==> config.mk <==
export PLATFORM = sky130hd
export DESIGN_NAME = intersection_scheduler
export DESIGN_NICKNAME = d
export VERILOG_FILES = /design/src/rtl/intersection_scheduler.sv
export SDC_FILE = /design/constraint.sdc
export NUM_CORES = 1
export LEC_CHECK = 0
export CORE_MARGIN = 2
export CORE_UTILIZATION = 45
export CTS_CLUSTER_SIZE = 8
export DETAILED_ROUTE_END_ITERATION = 16
export PLACE_DENSITY = 0.66
export SLEW_MARGIN = 20
export SYNTH_ARGS = -nofsm -noshare
export SYNTH_HDL_FRONTEND = slang
export SYNTH_SLANG_ARGS = --single-unit
==> constraint.sdc <==
create_clock -name clk -period 3.2 [get_ports clk]
set_input_delay 0.64 -clock clk [delete_from_list [all_inputs] [get_ports clk]]
set_output_delay 0.64 -clock clk [all_outputs]
set_load 0.02 [all_outputs]
==> src/rtl/intersection_scheduler.sv <==
// ----------------------------------------------------------------------------
// intersection_scheduler
//
// Purpose:
//   Two-approach (NS / EW) intersection controller. Sequences green, yellow
//   and all-red clearance for each approach, inserts pedestrian walk phases,
//   stretches green under heavy own-density traffic, cuts green early for
//   pedestrians or heavy cross traffic, and pre-empts for ambulances.
//   All lamp outputs are Moore-decoded from the phase state and registered
//   alongside it, so they always reflect the current phase.
//
// Ports:
//   clk          in   system clock
//   reset        in   asynchronous, active-high reset
//   ped_req      in   pedestrian button, single-cycle pulse is enough
//   amb_ns       in   ambulance approaching on NS (level)
//   amb_ew       in   ambulance approaching on EW (level)
//   density_ns   in   NS traffic density, 2'b11 = heavy
//   density_ew   in   EW traffic density, 2'b11 = heavy
//   ns_red/ns_yellow/ns_green   out  NS lamps
//   ew_red/ew_yellow/ew_green   out  EW lamps
//   ped_walk     out  walk signal, high only in the walk phase
//   ped_pending  out  latched pedestrian request
// ----------------------------------------------------------------------------
module intersection_scheduler #(
   parameter int unsigned T_CLEAR      = 2,
   parameter int unsigned T_MIN_GREEN  = 5,
   parameter int unsigned T_GREEN_BASE = 8,
   parameter int unsigned T_GREEN_EXT  = 15,
   parameter int unsigned T_YELLOW     = 3,
   parameter int unsigned T_WALK       = 6,
   parameter int unsigned T_AMB_HOLD   = 10
) (
   input  logic       clk,
   input  logic       reset,
   input  logic       ped_req,
   input  logic       amb_ns,
   input  logic       amb_ew,
   input  logic [1:0] density_ns,
   input  logic [1:0] density_ew,
   output logic       ns_red,
   output logic       ns_yellow,
   output logic       ns_green,
   output logic       ew_red,
   output logic       ew_yellow,
   output logic       ew_green,
   output logic       ped_walk,
   output logic       ped_pending
);

   typedef enum logic [2:0] {
      StAllRed,
      StNsGreen,
      StNsYellow,
      StEwGreen,
      StEwYellow,
      StPedWalk,
      StAmbNs,
      StAmbEw
   } state_t;

   // Terminal counts: a phase of length T exits when cnt == T-1.
   localparam logic [7:0] C_CLEAR      = 8'(T_CLEAR - 1);
   localparam logic [7:0] C_MIN_GREEN  = 8'(T_MIN_GREEN - 1);
   localparam logic [7:0] C_GREEN_BASE = 8'(T_GREEN_BASE - 1);
   localparam logic [7:0] C_GREEN_EXT  = 8'(T_GREEN_EXT - 1);
   localparam logic [7:0] C_YELLOW     = 8'(T_YELLOW - 1);
   localparam logic [7:0] C_WALK       = 8'(T_WALK - 1);
   localparam logic [7:0] C_AMB_HOLD   = 8'(T_AMB_HOLD - 1);

   // Lamp vector order: {ns_r, ns_y, ns_g, ew_r, ew_y, ew_g, walk}
   localparam logic [6:0] L_ALL_RED = 7'b100_100_0;

   // next_dir encoding
   localparam logic DIR_NS = 1'b0;
   localparam logic DIR_EW = 1'b1;

   state_t     r_state;
   logic [7:0] r_cnt;
   logic       r_next_dir;
   logic       r_ped_pending;
   logic [6:0] r_lamps;

   state_t     w_state_d;
   logic [7:0] w_cnt_d;
   logic       w_next_dir_d;
   logic       w_ped_pending_d;
   logic [6:0] w_lamps_d;
   logic       w_ns_done;
   logic       w_ew_done;

   // Green termination for one approach, excluding ambulance handling.
   // Using >= on the green length also covers the case where own density
   // drops after cnt has already passed the shorter base length.
   function automatic logic green_done(input logic [7:0] cnt,
                                       input logic [1:0] own,
                                       input logic [1:0] other,
                                       input logic       ped);
      logic [7:0] tg_last;
      logic       early;
      tg_last = (own == 2'b11) ? C_GREEN_EXT : C_GREEN_BASE;
      early   = (cnt >= C_MIN_GREEN) &&
                (ped || ((other == 2'b11) && (own != 2'b11)));
      return early || (cnt >= tg_last);
   endfunction

   function automatic logic [6:0] decode(input state_t s);
      logic [6:0] l;
      case (s)
         StNsGreen, StAmbNs: l = 7'b001_100_0;
         StNsYellow:         l = 7'b010_100_0;
         StEwGreen, StAmbEw: l = 7'b100_001_0;
         StEwYellow:         l = 7'b100_010_0;
         StPedWalk:          l = 7'b100_100_1;
         default:            l = L_ALL_RED;
      endcase
      return l;
   endfunction

   assign w_ns_done = green_done(r_cnt, density_ns, density_ew, r_ped_pending);
   assign w_ew_done = green_done(r_cnt, density_ew, density_ns, r_ped_pending);

   // Next-state logic
   always_comb begin
      w_state_d    = r_state;
      w_next_dir_d = r_next_dir;

      case (r_state)
         StAllRed: begin
            if (r_cnt == C_CLEAR) begin
               if (amb_ns) begin
                  w_state_d = StAmbNs;
               end else if (amb_ew) begin
                  w_state_d = StAmbEw;
               end else if (r_ped_pending) begin
                  w_state_d = StPedWalk;
               end else begin
                  w_state_d    = (r_next_dir == DIR_EW) ? StEwGreen : StNsGreen;
                  w_next_dir_d = ~r_next_dir;
               end
            end
         end

         StNsGreen: begin
            if (amb_ns) begin
               w_state_d = StAmbNs;
            end else if (amb_ew || w_ns_done) begin
               w_state_d = StNsYellow;
            end
         end

         StEwGreen: begin
            if (amb_ew) begin
               w_state_d = StAmbEw;
            end else if (amb_ns || w_ew_done) begin
               w_state_d = StEwYellow;
            end
         end

         // Yellow always runs its full length, ambulance or not.
         StNsYellow, StEwYellow: begin
            if (r_cnt == C_YELLOW) begin
               w_state_d = StAllRed;
            end
         end

         StPedWalk: begin
            if (amb_ns || amb_ew || (r_cnt == C_WALK)) begin
               w_state_d = StAllRed;
            end
         end

         // Hold for the minimum time, then for as long as the request stays.
         StAmbNs: begin
            if (!amb_ns && (r_cnt >= C_AMB_HOLD)) begin
               w_state_d    = StNsYellow;
               w_next_dir_d = DIR_EW;
            end
         end

         StAmbEw: begin
            if (!amb_ew && (r_cnt >= C_AMB_HOLD)) begin
               w_state_d    = StEwYellow;
               w_next_dir_d = DIR_NS;
            end
         end

         default: begin
            w_state_d = StAllRed;
         end
      endcase
   end

   // Phase counter: clears on every phase change, saturates at 255.
   always_comb begin
      w_cnt_d = r_cnt;
      if (w_state_d != r_state) begin
         w_cnt_d = 8'd0;
      end else if (r_cnt != 8'hFF) begin
         w_cnt_d = r_cnt + 8'd1;
      end
   end

   // A new request wins over the clear that happens on walk entry.
   always_comb begin
      w_ped_pending_d = r_ped_pending;
      if (ped_req) begin
         w_ped_pending_d = 1'b1;
      end else if ((w_state_d == StPedWalk) && (r_state != StPedWalk)) begin
         w_ped_pending_d = 1'b0;
      end
   end

   // Lamps are registered from the next phase so they line up with r_state.
   assign w_lamps_d = decode(w_state_d);

   always_ff @(posedge clk or posedge reset) begin
      if (reset) begin
         r_state       <= StAllRed;
         r_cnt         <= 8'd0;
         r_next_dir    <= DIR_NS;
         r_ped_pending <= 1'b0;
         r_lamps       <= L_ALL_RED;
      end else begin
         r_state       <= w_state_d;
         r_cnt         <= w_cnt_d;
         r_next_dir    <= w_next_dir_d;
         r_ped_pending <= w_ped_pending_d;
         r_lamps       <= w_lamps_d;
      end
   end

   assign ns_red      = r_lamps[6];
   assign ns_yellow   = r_lamps[5];
   assign ns_green    = r_lamps[4];
   assign ew_red      = r_lamps[3];
   assign ew_yellow   = r_lamps[2];
   assign ew_green    = r_lamps[1];
   assign ped_walk    = r_lamps[0];
   assign ped_pending = r_ped_pending;

endmodule

After elaboration in Yosys (flattened, before gate mapping). Cells that the tools add are included.

Output and inout bits: 8. Register bits after elaboration: 20. Word-level logic and storage cells: 94. Input bits: 9.

Mux-type cells: 28. Reduce and logical (&&, ||, !) cells: 25. Add/subtract/negate cells: 1. Bitwise operators: 1. Equal/unequal tests: 30. Order comparisons: 4.

Operators by type and width (number): 2-to-1 mux 3 bit (12); one-hot mux 7 bit (5 select lines) (1); equality test 3 bit, second input constant (8); one-hot mux 3 bit (7 select lines) (1); >= comparator 8 x 4 -> 1 bit (2); 2-to-1 mux 8 bit (2); != test 2 bit, second input constant (8); equality test 3 x 2 -> 1 bit, second input constant (4); adder 8 x 1 -> 8 bit, second input constant (1); equality test 8 x 1 -> 1 bit, second input constant (1); equality test 8 x 2 -> 1 bit, second input constant (1); equality test 8 x 3 -> 1 bit, second input constant (1); >= comparator 8 x 3 -> 1 bit, second input constant (1); >= comparator 8 x 4 -> 1 bit, second input constant (1); logical OR 1 bit (8); 2-to-1 mux 1 bit (8); 2-to-1 mux 4 bit (2); != test 8 bit, second input constant (1); logical AND 1 bit (7); AND reduction 7 bit (1); equality test 3 x 1 -> 1 bit, second input constant (2); OR reduction 2 bit (3); equality test 2 bit, second input constant (2); nonzero test 2 bit (2); 8 further kinds (9).

Logic depth before layout (Yosys ltp). Gate-level depths: netlist of the first run.

Depth in word-level cells: 13. Mapped depth: 10. Mapped depth without buffers: 10.

Least setup slack after synthesis of the first run. No wires, ideal clock.

Path kind: input port to flip-flop. Start point: input density_ew[0]. End point: register r_lamps[6]. Required time: 3122 ps. Setup time: 78 ps. Arrival: 2554 ps. Path buffers: 0. Path slack: 569 ps. Stages: 10. Path through: nand2_1 > ha_1 > and3_1 > a2111oi_4 > o21a_1 > o211a_4 > o31a_4 > inv_2 > or3_1 > and2_1.

Word-level cells in the longest chain between the ends: 12. Elaborated cells between the ends (all ways): 29. Classes of those cells: order compare: 1; eq/ne: 9; mux: 7; reduce/logical: 12.

RTL lines: start, declared (RTL line 40) `input logic [1:0] density_ew,`; branches (longest 8 deep; another with >= comparator 8 x 4 -> 1 bit); one-hot mux 3 bit (7 select lines) * (RTL line 128) `case (r_state)`; via w_state_d[2] (RTL line 84) `state_t w_state_d;`; equality test 3 x 2 -> 1 bit (tied with other cells) (RTL line 109) `case (s)`; OR reduction 2 bit (RTL line 109); one-hot mux 7 bit (5 select lines) * (RTL line 109); via w_lamps_d[6] (RTL line 88) `logic [6:0] w_lamps_d;`; end signal, assigned (RTL line 229) `r_lamps <= w_lamps_d;`; end, declared (RTL line 82) `logic [6:0] r_lamps;`.

Mark *: on every way through the listed nets, which the timed path passes. A chain may end at the register's enable or synchronous reset.

Worst setup path in the final report of the first run.
Start point: input density_ew[1]. End point: register r_cnt[3].

Word-level cells in the longest chain between the ends: 11. Elaborated cells between the ends (all ways): 22. Classes of those cells: order compare: 1; eq/ne: 3; mux: 7; reduce/logical: 11.

RTL lines: branches (longest 8 deep; another with >= comparator 8 x 4 -> 1 bit); one-hot mux 3 bit (7 select lines) * (RTL line 128); != test 3 bit * (RTL line 197) `if (w_state_d != r_state) begin`; 2-to-1 mux 8 bit / nonzero test 2 bit (equally long branches); end signal, assigned (RTL line 226) `r_cnt <= w_cnt_d;`; end, declared (RTL line 79) `logic [7:0] r_cnt;`.

Mark *: on every way between the ends.

==> results.cfg, run 1 <==
[setup_path]
cp_cell_sequence = clkdlybuf4s50_1 -> nand2_1 -> ha_1 -> and3_1 -> a2111oi_4 -> o2111ai_1 -> o211a_1 -> a211oi_1 -> buf_4 -> a2111oi_4 -> buf_4 -> and2_2
rr_startpoint = r_cnt[0]$_DFFE_PP0P_
cp.required_ps = 3400
max_stage_delay_ps = 480
regToRegEndpoint = r_cnt[6]$_DFFE_PP0P_
reg2reg_slack_ps = 380
critPathKind = primary input to register
critPathSlowestCell = clkdlybuf4s50_1
crit_path_max_fanout = 8
path_buf_inv = 3
endpoint_kind = register
critPathTopFamily = compound AO/OA/AOI/OAI gates
arrival_ps = 3210
start_kind = primary input
r2r_cells = 10

[worst_hold_path]
holdPathStages = 1
min_to = r_next_dir$_DFFE_PP0P_
worstHoldStart = r_next_dir$_DFFE_PP0P_
min_path_type = register to register

[clock_network]
cts_root_buf = clkbuf_4
cts_buffers = 3
cts_hold_buf = 0
clkSlewWorstSetupHoldPaths_ps = 110
cts_max_path_buffers = 2
post-cts-setup-buffers = 0
htreeDepth = 1
cts_tree = done
clk_latency_ps = 300
cts_resized = 0
clkSinkCount = 20

[grt]
grt_usage_pct = 16.8
grt_pass1_vias = 1085
overflow = 0
grt_pass1_wl_um = 4730
antenna_found_initial = 0
grt_max_degree = 21

[routing]
drt-met1-wl_um = 1470
via_per_inst = 5.41
routedWlPerCell_um = 13.6
wl_um = 3050
first_iter_violations = 58
routed-wl-met2_um = 1490
first_pass_iters = 4
met3_wirelength_um = 57
routed.top_layer = met4
drc = 0
vias = 1211
antenna_left = 0

[synthesis]
synth_edf_count = 0
syn_nets = 173
ys_warn_count = 0
synth_area_sq_um = 1510
async_reset_ff_share_pct = 100
yosys_register_bits = 20
syn_area_per_cell_sq_um = 9.73
synthFlopType = dfrtp_1
synthDistinctLibCells = 47
yosysSeqAreaShare_pct = 33.4
synthCells = 155

[timing]
skew_ps = 6.14
fin_crit_ps = 3010
setup_viol = 0
slew_headroom_pct = 50.2
fmax_mhz = 332
fin_crit_sh_pct = 94.0
max_slew.worst_pin.slew_ps = 746
final-hold-violation-count = 0
finalSetupTns_ps = 0
rsz0062_at_grt = false
slew_viol_final = 0

[power_and_ir_drop]
switching_power_uw = 627
clkPwrFrac_pct = 13.1
p_sw_share_pct = 40.4
p_leak_uw = 0.000774
p_int_uw = 925
power.share.combinational_pct = 59.1
p_seq_share_pct = 27.9
vdd_ir_drop_max_v = 0.000337
powerDensity_nw_per_um2 = 874

[cells_and_area]
nFillCells = 313
multi_input_area_sq_um = 895
drive_above_1_share_pct = 19.1
diodes = 0
fin_cells = 224
final_util_pct = 54.1
area_growth_pct = 17.8
nNetsFinal = 197
area.sequential_sq_um = 503

[placement]
placed_cells = 220
gp_congestion = 0.876
post-dp-hpwl_um = 2410
io_buffers = 16

[run]
maxCapViolCount = 0

[floorplanning]
rows = 21
io_pins = 17
die_w_um = 61.9
die_area_sq_um = 3830
start_util_pct = 45.9
core-area_sq_um = 3280
die_height_um = 61.9

[outcome]
status = completed
worst max-delay path by stage:
stage	from	end	slack, ps	cells after the start
6_report	density_ew[1]	r_cnt[3]$_DFFE_PP0P_	190	12
3_5_place_dp	density_ew[1]	r_cnt[3]$_DFFE_PP0P_	-120	12
3_3_place_gp	density_ew[0]	r_cnt[3]$_DFFE_PP0P_	-80	12
5_1_grt	density_ew[0]	r_cnt[0]$_DFFE_PP0P_	60	12
4_1_cts	density_ew[1]	r_cnt[3]$_DFFE_PP0P_	190	12
2_1_floorplan	density_ew[0]	r_lamps[6]$_DFF_PP1_	570	10
layout by cell type, fill, tap and decap left out, types with 3 or more instances in the layout:
| cell | Yosys | final |
|---|---|---|
| and2_2 | 3 | 3 |
| nand3_1 | 6 | 6 |
| nor3_1 | 8 | 8 |
| buf_4 | 1 | 10 |
| a31oi_1 | 4 | 4 |
| a21oi_1 | 5 | 5 |
| o21ai_0 | 7 | 7 |
| clkdlybuf4s50_1 | 0 | 16 |
| xnor2_1 | 3 | 3 |
| o211a_1 | 5 | 5 |
| clkbuf_4 | 1 | 3 |
| dfrtp_1 | 18 | 18 |
| inv_1 | 8 | 8 |
| nand2_1 | 13 | 13 |
| nor3b_1 | 3 | 3 |
| ha_1 | 9 | 9 |
| a211oi_1 | 3 | 3 |
| nor2_1 | 13 | 13 |
cells by family (layout without fill, tap and decap cells):
logic type,count (synthesis),after routing,synth area share [%]
buf+inv,16,39,7.30
fa+ha+maj,9,9,7.47
xor+xnor,3,3,1.74
compound gates,40,40,25.3
flops,20,20,33.4
simple gates,67,67,24.8
cell type report:
cell class,instances,share of cell area [%]
tap,46,3.24
clock inverter,1,1.69
clock buffer,3,1.27
sequential,20,28.3
timing repair buffer,26,13.2
multi-input combinational,119,50.4
inverter,9,1.90
per-layer routing:
| layer | vias to the layer above | track usage [%] |
|---|---|---|
| met5 | - | 0 |
| met4 | 0 | 5.47 |
| met3 | 4 | 3.31 |
| met2 | 8 | 28.3 |
| met1 | 586 | 21.7 |
| li1 | 613 | - |
flip-flops by register name, indices dropped and copies added (netlist names):
name and cells:
ped_pending 1, r_lamps 7, r_state 3, r_next_dir 1, r_cnt 8
power by group through the flow:
stage	clock network, uW	logic [uW]	registers [uW]
finish	203	917	433
global route	220	1010	449
CTS	212	924	433
detailed placement	0	920	439
global placement	0	896	432
floorplan	0	653	421
through the flow:
step	power, uW	worst slack (ps)	hold WS, ps	cell area (sq um)
3_5_place_dp	1360	-122	489	1720
2_1_floorplan	1070	569	457	1510
5_1_grt	1680	59.2	549	1780
6_report	1550	192	501	1780
4_1_cts	1570	187	509	1780
3_3_place_gp	1330	-77.0	491	1720
synthesized netlist by cell type (all sizes together), types with 2 or more instances:
cell type	instances	area, sq um
clkbuf	3	35.0
o21a	2	15.0
dfstp	2	52.6
o21ai	8	51.3
nand3	6	30.0
nor4	2	12.5
a31oi	4	25.0
and2	4	28.8
nor2b	2	12.5
o2111ai	2	17.5
o211ai	2	15.0
and3	4	27.5
or3	2	12.5
nor2	13	48.8
a21oi	5	25.0
o211a	6	67.6
a2111oi	2	55.1
nor3b	4	35.0
a211oi	3	22.5
nand4	2	12.5
dfrtp	18	450
buf	4	41.3
ha	9	113
nand2	13	48.8
and2b	2	15.0
xnor2	3	26.3
inv	9	33.8
nor3	9	56.3
No activity file was read; power rests on OpenSTA's default activity.
==> run 2, diff against run 1 <==
--- a/config.mk
+++ b/config.mk
@@ -9,6 +9,7 @@
 export CORE_UTILIZATION = 45
 export CTS_CLUSTER_SIZE = 8
 export DETAILED_ROUTE_END_ITERATION = 16
+export GPL_ROUTABILITY_DRIVEN = 0
 export PLACE_DENSITY = 0.66
 export SLEW_MARGIN = 20
 export SYNTH_ARGS = -nofsm -noshare
==> constraint.sdc (replaced) <==
create_clock -name clk -period 3.2 [get_ports clk]
set_input_delay 0.48 -clock clk [delete_from_list [all_inputs] [get_ports clk]]
set_output_delay 0.48 -clock clk [all_outputs]
set_load 0.02 [all_outputs]
==> run 2 against run 1 <==
Final area fell by 2.1%; die area unchanged; non-clock buffer count shrank 5; clock power increased by 2%; total power is 3.9% lower; first-iteration DRC count rose by 6.9%; fmax is 0.73% lower; sequential share of layout area increased by 0.61 points; sequential power about the same; critical path type is now register to register; critical endpoint is now r_cnt[6]$_DFFE_PP0P_; largest power group unchanged.
==> results.cfg, run 2 (synthesis results as in run 1) <==
[power_and_ir_drop]
powerDensity_nw_per_um2 = 858
vdd_ir_drop_max_v = 0.000290
p_leak_uw = 0.000749

[setup_path]
critPathKind = register to register
reg2reg_slack_ps = 170
endpoint = r_cnt[6]$_DFFE_PP0P_
critPathSlowestCell = a2111oi_4
cp.required_ps = 3430
endpoint_kind = register
cp-startpoint = r_cnt[1]$_DFFE_PP0P_
crit_path_max_fanout = 8
max_stage_delay_ps = 520
regToRegEndpoint = r_cnt[6]$_DFFE_PP0P_
cp_cell_sequence = inv_1 -> ha_1 -> or3b_2 -> a211oi_1 -> o211ai_1 -> o21ai_4 -> o32ai_2 -> a2111oi_4 -> nor3b_2
start_kind = register
r2r_cells = 9
rr_startpoint = r_cnt[1]$_DFFE_PP0P_
arrival_ps = 3260

[timing]
fin_crit_sh_pct = 94.7
hold-worst-slack_ps = 509
rsz0062_at_grt = false
skew_ps = 2.57
final-hold-violation-count = 0
max_slew.worst_pin.slew_ps = 749
slew_headroom_pct = 50.0
slew_viol_final = 0
fmax_mhz = 330
worst_slack_ps = 170
setup_viol = 0
fin_crit_ps = 3030

[routing]
vias = 1215
wl_um = 3130
first_iter_violations = 62
antenna_left = 0
drc = 0
first_pass_iters = 4
routedWlPerCell_um = 14.3
via_per_inst = 5.55

[clock_network]
cts_tree = done
cts_hold_buf = 0
clkSlewWorstSetupHoldPaths_ps = 120
cts_buffers = 3
clkSinkCount = 20
cts_max_path_buffers = 2
cts_resized = 0
htreeDepth = 1
cts_root_buf = clkbuf_4
clk_latency_ps = 300
post-cts-setup-buffers = 0

[floorplanning]
die_height_um = 61.9
rows = 21
io_pins = 17
start_util_pct = 45.9
core-area_sq_um = 3280
die_area_sq_um = 3830
die_w_um = 61.9

[cells_and_area]
top_regs = r_cnt x8, r_lamps x7, r_state x3
nNetsFinal = 192
diodes = 0
fin_cells = 219
drive_above_1_share_pct = 16.8
final_cell_mix = dfrtp_1, clkdlybuf4s50_1, nor2_1, nand2_1, ha_1
area_growth_pct = 15.4
finalInstanceArea_sq_um = 1740
top_register = r_cnt
largest_reg_flops = 8
nFillCells = 299
final_common_cell = dfrtp_1

[grt]
grt_usage_pct = 18.7
grt_pass1_wl_um = 5270
grt_max_degree = 21
overflow = 0
grt_pass1_vias = 1162
antenna_found_initial = 0

[placement]
placed_cells = 215
io_buffers = 16
post-dp-hpwl_um = 2430
pre_cts_ws_ps = -39.6
dpl-instance-area_sq_um = 1690

[worst_hold_path]
min_path_type = register to register

[outcome]
status = completed

[run]
maxCapViolCount = 0
## run 2: worst min-delay path by stage
stage / to / from / slack (ps) / cells past startpoint
CTS: r_next_dir$_DFFE_PP0P_ / r_next_dir$_DFFE_PP0P_ / 520 / 1
global placement: r_next_dir$_DFFE_PP0P_ / r_next_dir$_DFFE_PP0P_ / 490 / 1
detailed placement: r_next_dir$_DFFE_PP0P_ / r_next_dir$_DFFE_PP0P_ / 500 / 1
floorplan: ped_pending$_DFFE_PP0P_ / reset / 440 / 1
finish: r_next_dir$_DFFE_PP0P_ / r_next_dir$_DFFE_PP0P_ / 510 / 1
global route: r_next_dir$_DFFE_PP0P_ / r_next_dir$_DFFE_PP0P_ / 560 / 1
## run 2: final cells by class
class                   instances  area (sq um)  share of cell area [%]
flip-flops and latches         20           503                    28.9
clock inverters                 1          30.0                    1.73
inverters                       9          33.8                    1.94
clock buffers                   3          22.5                    1.29
repair buffers                 21           198                    11.4
multi-input cells             119           895                    51.4
well taps                      46          57.6                    3.31
## run 2: power breakdown
part / internal, uW / total [uW] / switching [uW] / leakage, uW
combinational: 400 / 854 / 454 / 0.000466
clock: 127 / 207 / 80.3 / 0.0000279
sequential: 336 / 431 / 95.2 / 0.000255
## run 2: worst max-delay path: cells and delay by family, from the launching register on
kind                     cells  cell delay, ps
AND/OR/NAND/NOR              2             740
flip-flops                   1             510
buffers and inverters        1             140
AO/OA/AOI/OAI                5            1300
adder cells (fa/ha/maj)      1             260
## run 2: layer usage
layer	part of all wire [%]	global-route usage (%)	wire length, um
met1	46	24.3	1440
met2	50	31.0	1570
met3	2.8	3.93	88
met4	1.1	6.08	36
met5	0	0	0
## run 2: stage by stage
stage	total power, uW	utilization, %	TNS, ps
2_1_floorplan	1070	-	0
3_3_place_gp	1250	51.4	0
3_5_place_dp	1290	51.4	-130
4_1_cts	1500	53.0	0
5_1_grt	1610	53.0	0
6_report	1490	53.0	0
==> run 3, diff against run 2 <==
--- a/config.mk
+++ b/config.mk
@@ -5,12 +5,13 @@
 export SDC_FILE = /design/constraint.sdc
 export NUM_CORES = 1
 export LEC_CHECK = 0
+export CAP_MARGIN = 20
 export CORE_MARGIN = 2
-export CORE_UTILIZATION = 45
+export CORE_UTILIZATION = 50
 export CTS_CLUSTER_SIZE = 8
 export DETAILED_ROUTE_END_ITERATION = 16
 export GPL_ROUTABILITY_DRIVEN = 0
-export PLACE_DENSITY = 0.66
+export PLACE_DENSITY = 0.72
 export SLEW_MARGIN = 20
 export SYNTH_ARGS = -nofsm -noshare
 export SYNTH_HDL_FRONTEND = slang
==> run 3 against run 2 <==
Total power decreased by 1.2%; critical endpoint unchanged; clock skew increased by 3.0 ps; critical path depth increased by 1; clock-buffer cell count unchanged; utilization increased by 8.1 points; largest power group unchanged; global-route usage increased by 1.1 points; the run now ends with design-rule violations left; worst hold slack improved by 21 ps; clock power about the same; fmax increased by 0.56%.
==> results.cfg, run 3 (synthesis results as in run 1) <==
[worst_hold_path]
min_path_type = register to register

[floorplanning]
rows = 19
start_util_pct = 53.7
die_height_um = 58.9
die_area_sq_um = 3470
core-area_sq_um = 2810
die_w_um = 58.9
io_pins = 17

[routing]
drc = 2
antenna_left = 0
wl_um = 3110
first_pass_iters = 11
via_per_inst = 5.97
vias = 1212
first_iter_violations = 86
routedWlPerCell_um = 15.3

[power_and_ir_drop]
p_sw_share_pct = 42.4
powerDensity_nw_per_um2 = 860
clkPwrFrac_pct = 13.9
p_int_uw = 849
power_uw = 1470
switching_power_uw = 624
vdd_ir_drop_max_v = 0.000613
power.share.combinational_pct = 57.0
p_leak_uw = 0.000745
p_seq_share_pct = 29.1

[grt]
grt_pass1_vias = 1178
grt_usage_pct = 19.8
overflow = 0
antenna_found_initial = 0
grt_pass1_wl_um = 5330
grt_max_degree = 21

[cells_and_area]
top_register = r_cnt
nNetsFinal = 191
final_util_pct = 61.1
drive_above_1_share_pct = 16.3
area_growth_pct = 13.6
final_common_cell = dfrtp_1
final_cell_mix = dfrtp_1, clkdlybuf4s50_1, nor2_1, nand2_1, ha_1
diodes = 0
top_regs = r_cnt x8, r_lamps x7, r_state x3
largest_reg_flops = 8

[clock_network]
cts_tree = done
clk_latency_ps = 300
cts_hold_buf = 0
htreeDepth = 1
cts_max_path_buffers = 2
clkSlewWorstSetupHoldPaths_ps = 120
clkSinkCount = 20
cts_root_buf = clkbuf_4
cts_buffers = 3

[timing]
fmax_mhz = 332
fin_crit_sh_pct = 94.2
final-hold-violation-count = 0
setup_viol = 0
slew_viol_final = 0
skew_ps = 5.61
fin_crit_ps = 3010
max_slew.worst_pin.slew_ps = 761
slew_headroom_pct = 49.2
rsz0062_at_grt = false
finalSetupTns_ps = 0

[setup_path]
cp.required_ps = 3430
arrival_ps = 3250
endpoint_kind = register
crit_path_max_fanout = 8
start_kind = primary input
critPathKind = primary input to register

[run]
maxCapViolCount = 0

[placement]
post-dp-hpwl_um = 2350
io_buffers = 16

[outcome]
status = finished with violations
violations = design-rule violations
==> run 3: cell count changes in the layout (fill, tap and decap cells not counted), sizes merged <==
cell  change
buf       -1
==> run 3: worst paths after layout <==
| kind | startpoint | to | slack (ps) | depth (start not counted) |
|---|---|---|---|---|
| min in group asynchronous | reset | r_cnt[6]$_DFFE_PP0P_ | 620 | 2 |
| max | density_ew[0] | r_cnt[6]$_DFFE_PP0P_ | 190 | 10 |
| max in group asynchronous | reset | r_cnt[5]$_DFFE_PP0P_ | 2110 | 2 |
| min reg2reg | r_next_dir$_DFFE_PP0P_ | r_next_dir$_DFFE_PP0P_ | 530 | 1 |
| max reg2reg | r_cnt[1]$_DFFE_PP0P_ | r_cnt[6]$_DFFE_PP0P_ | 220 | 8 |
| min | r_next_dir$_DFFE_PP0P_ | r_next_dir$_DFFE_PP0P_ | 530 | 1 |
==> run 3: cell type report <==
class,count,area (sq um)
clock buffer,3,22.5
clock inverter,1,30.0
fill,237,1090
inverter,9,33.8
multi-input combinational,119,895
sequential,20,503
tap,31,38.8
timing repair buffer,20,190
==> run 3: stage by stage <==
step           hold slack (ps)  setup WS [ps]  cell area (sq um)  cells
6_report                   530            187               1710    203
5_1_grt                    563           14.1               1710    203
4_1_cts                    543            222               1710    203
3_5_place_dp               525          -44.2               1660    199
3_3_place_gp               494           68.5               1660    199
2_1_floorplan              442            687               1510    155
==> run 3: worst max-delay path: stages <==
cell and delay (ps):
clkdlybuf4s50_1 470, nand2_1 100, ha_1 280, and3_1 190
a2111oi_4 360, o2111ai_1 190, o211a_1 200, and3_2 230
a2111oi_4 500, nor3b_2 240
==> run 3: power by group through the flow <==
stage | clock network [uW] | registers [uW] | logic, uW
after floorplan | 0 | 421 | 653
after global placement | 0 | 429 | 817
after detailed placement | 0 | 434 | 845
after CTS | 211 | 428 | 847
after global routing | 220 | 441 | 923
final | 205 | 429 | 839
==> run 3: timing repair <==
item / 4_1_cts / 5_1_grt
setup buffers: 0 / 0
setup endpoints to repair: 0 / 1
resized for setup: 0 / 0
==> run 3: routing by layer <==
layer  vias up  global-route usage [%]  share of wire, %
met2        25                    32.1                48
met3         6                    2.64               4.3
met4         0                    8.44               1.6
li1        603                       -                 -
met1       578                    26.5                46
met5         -                       0                 0
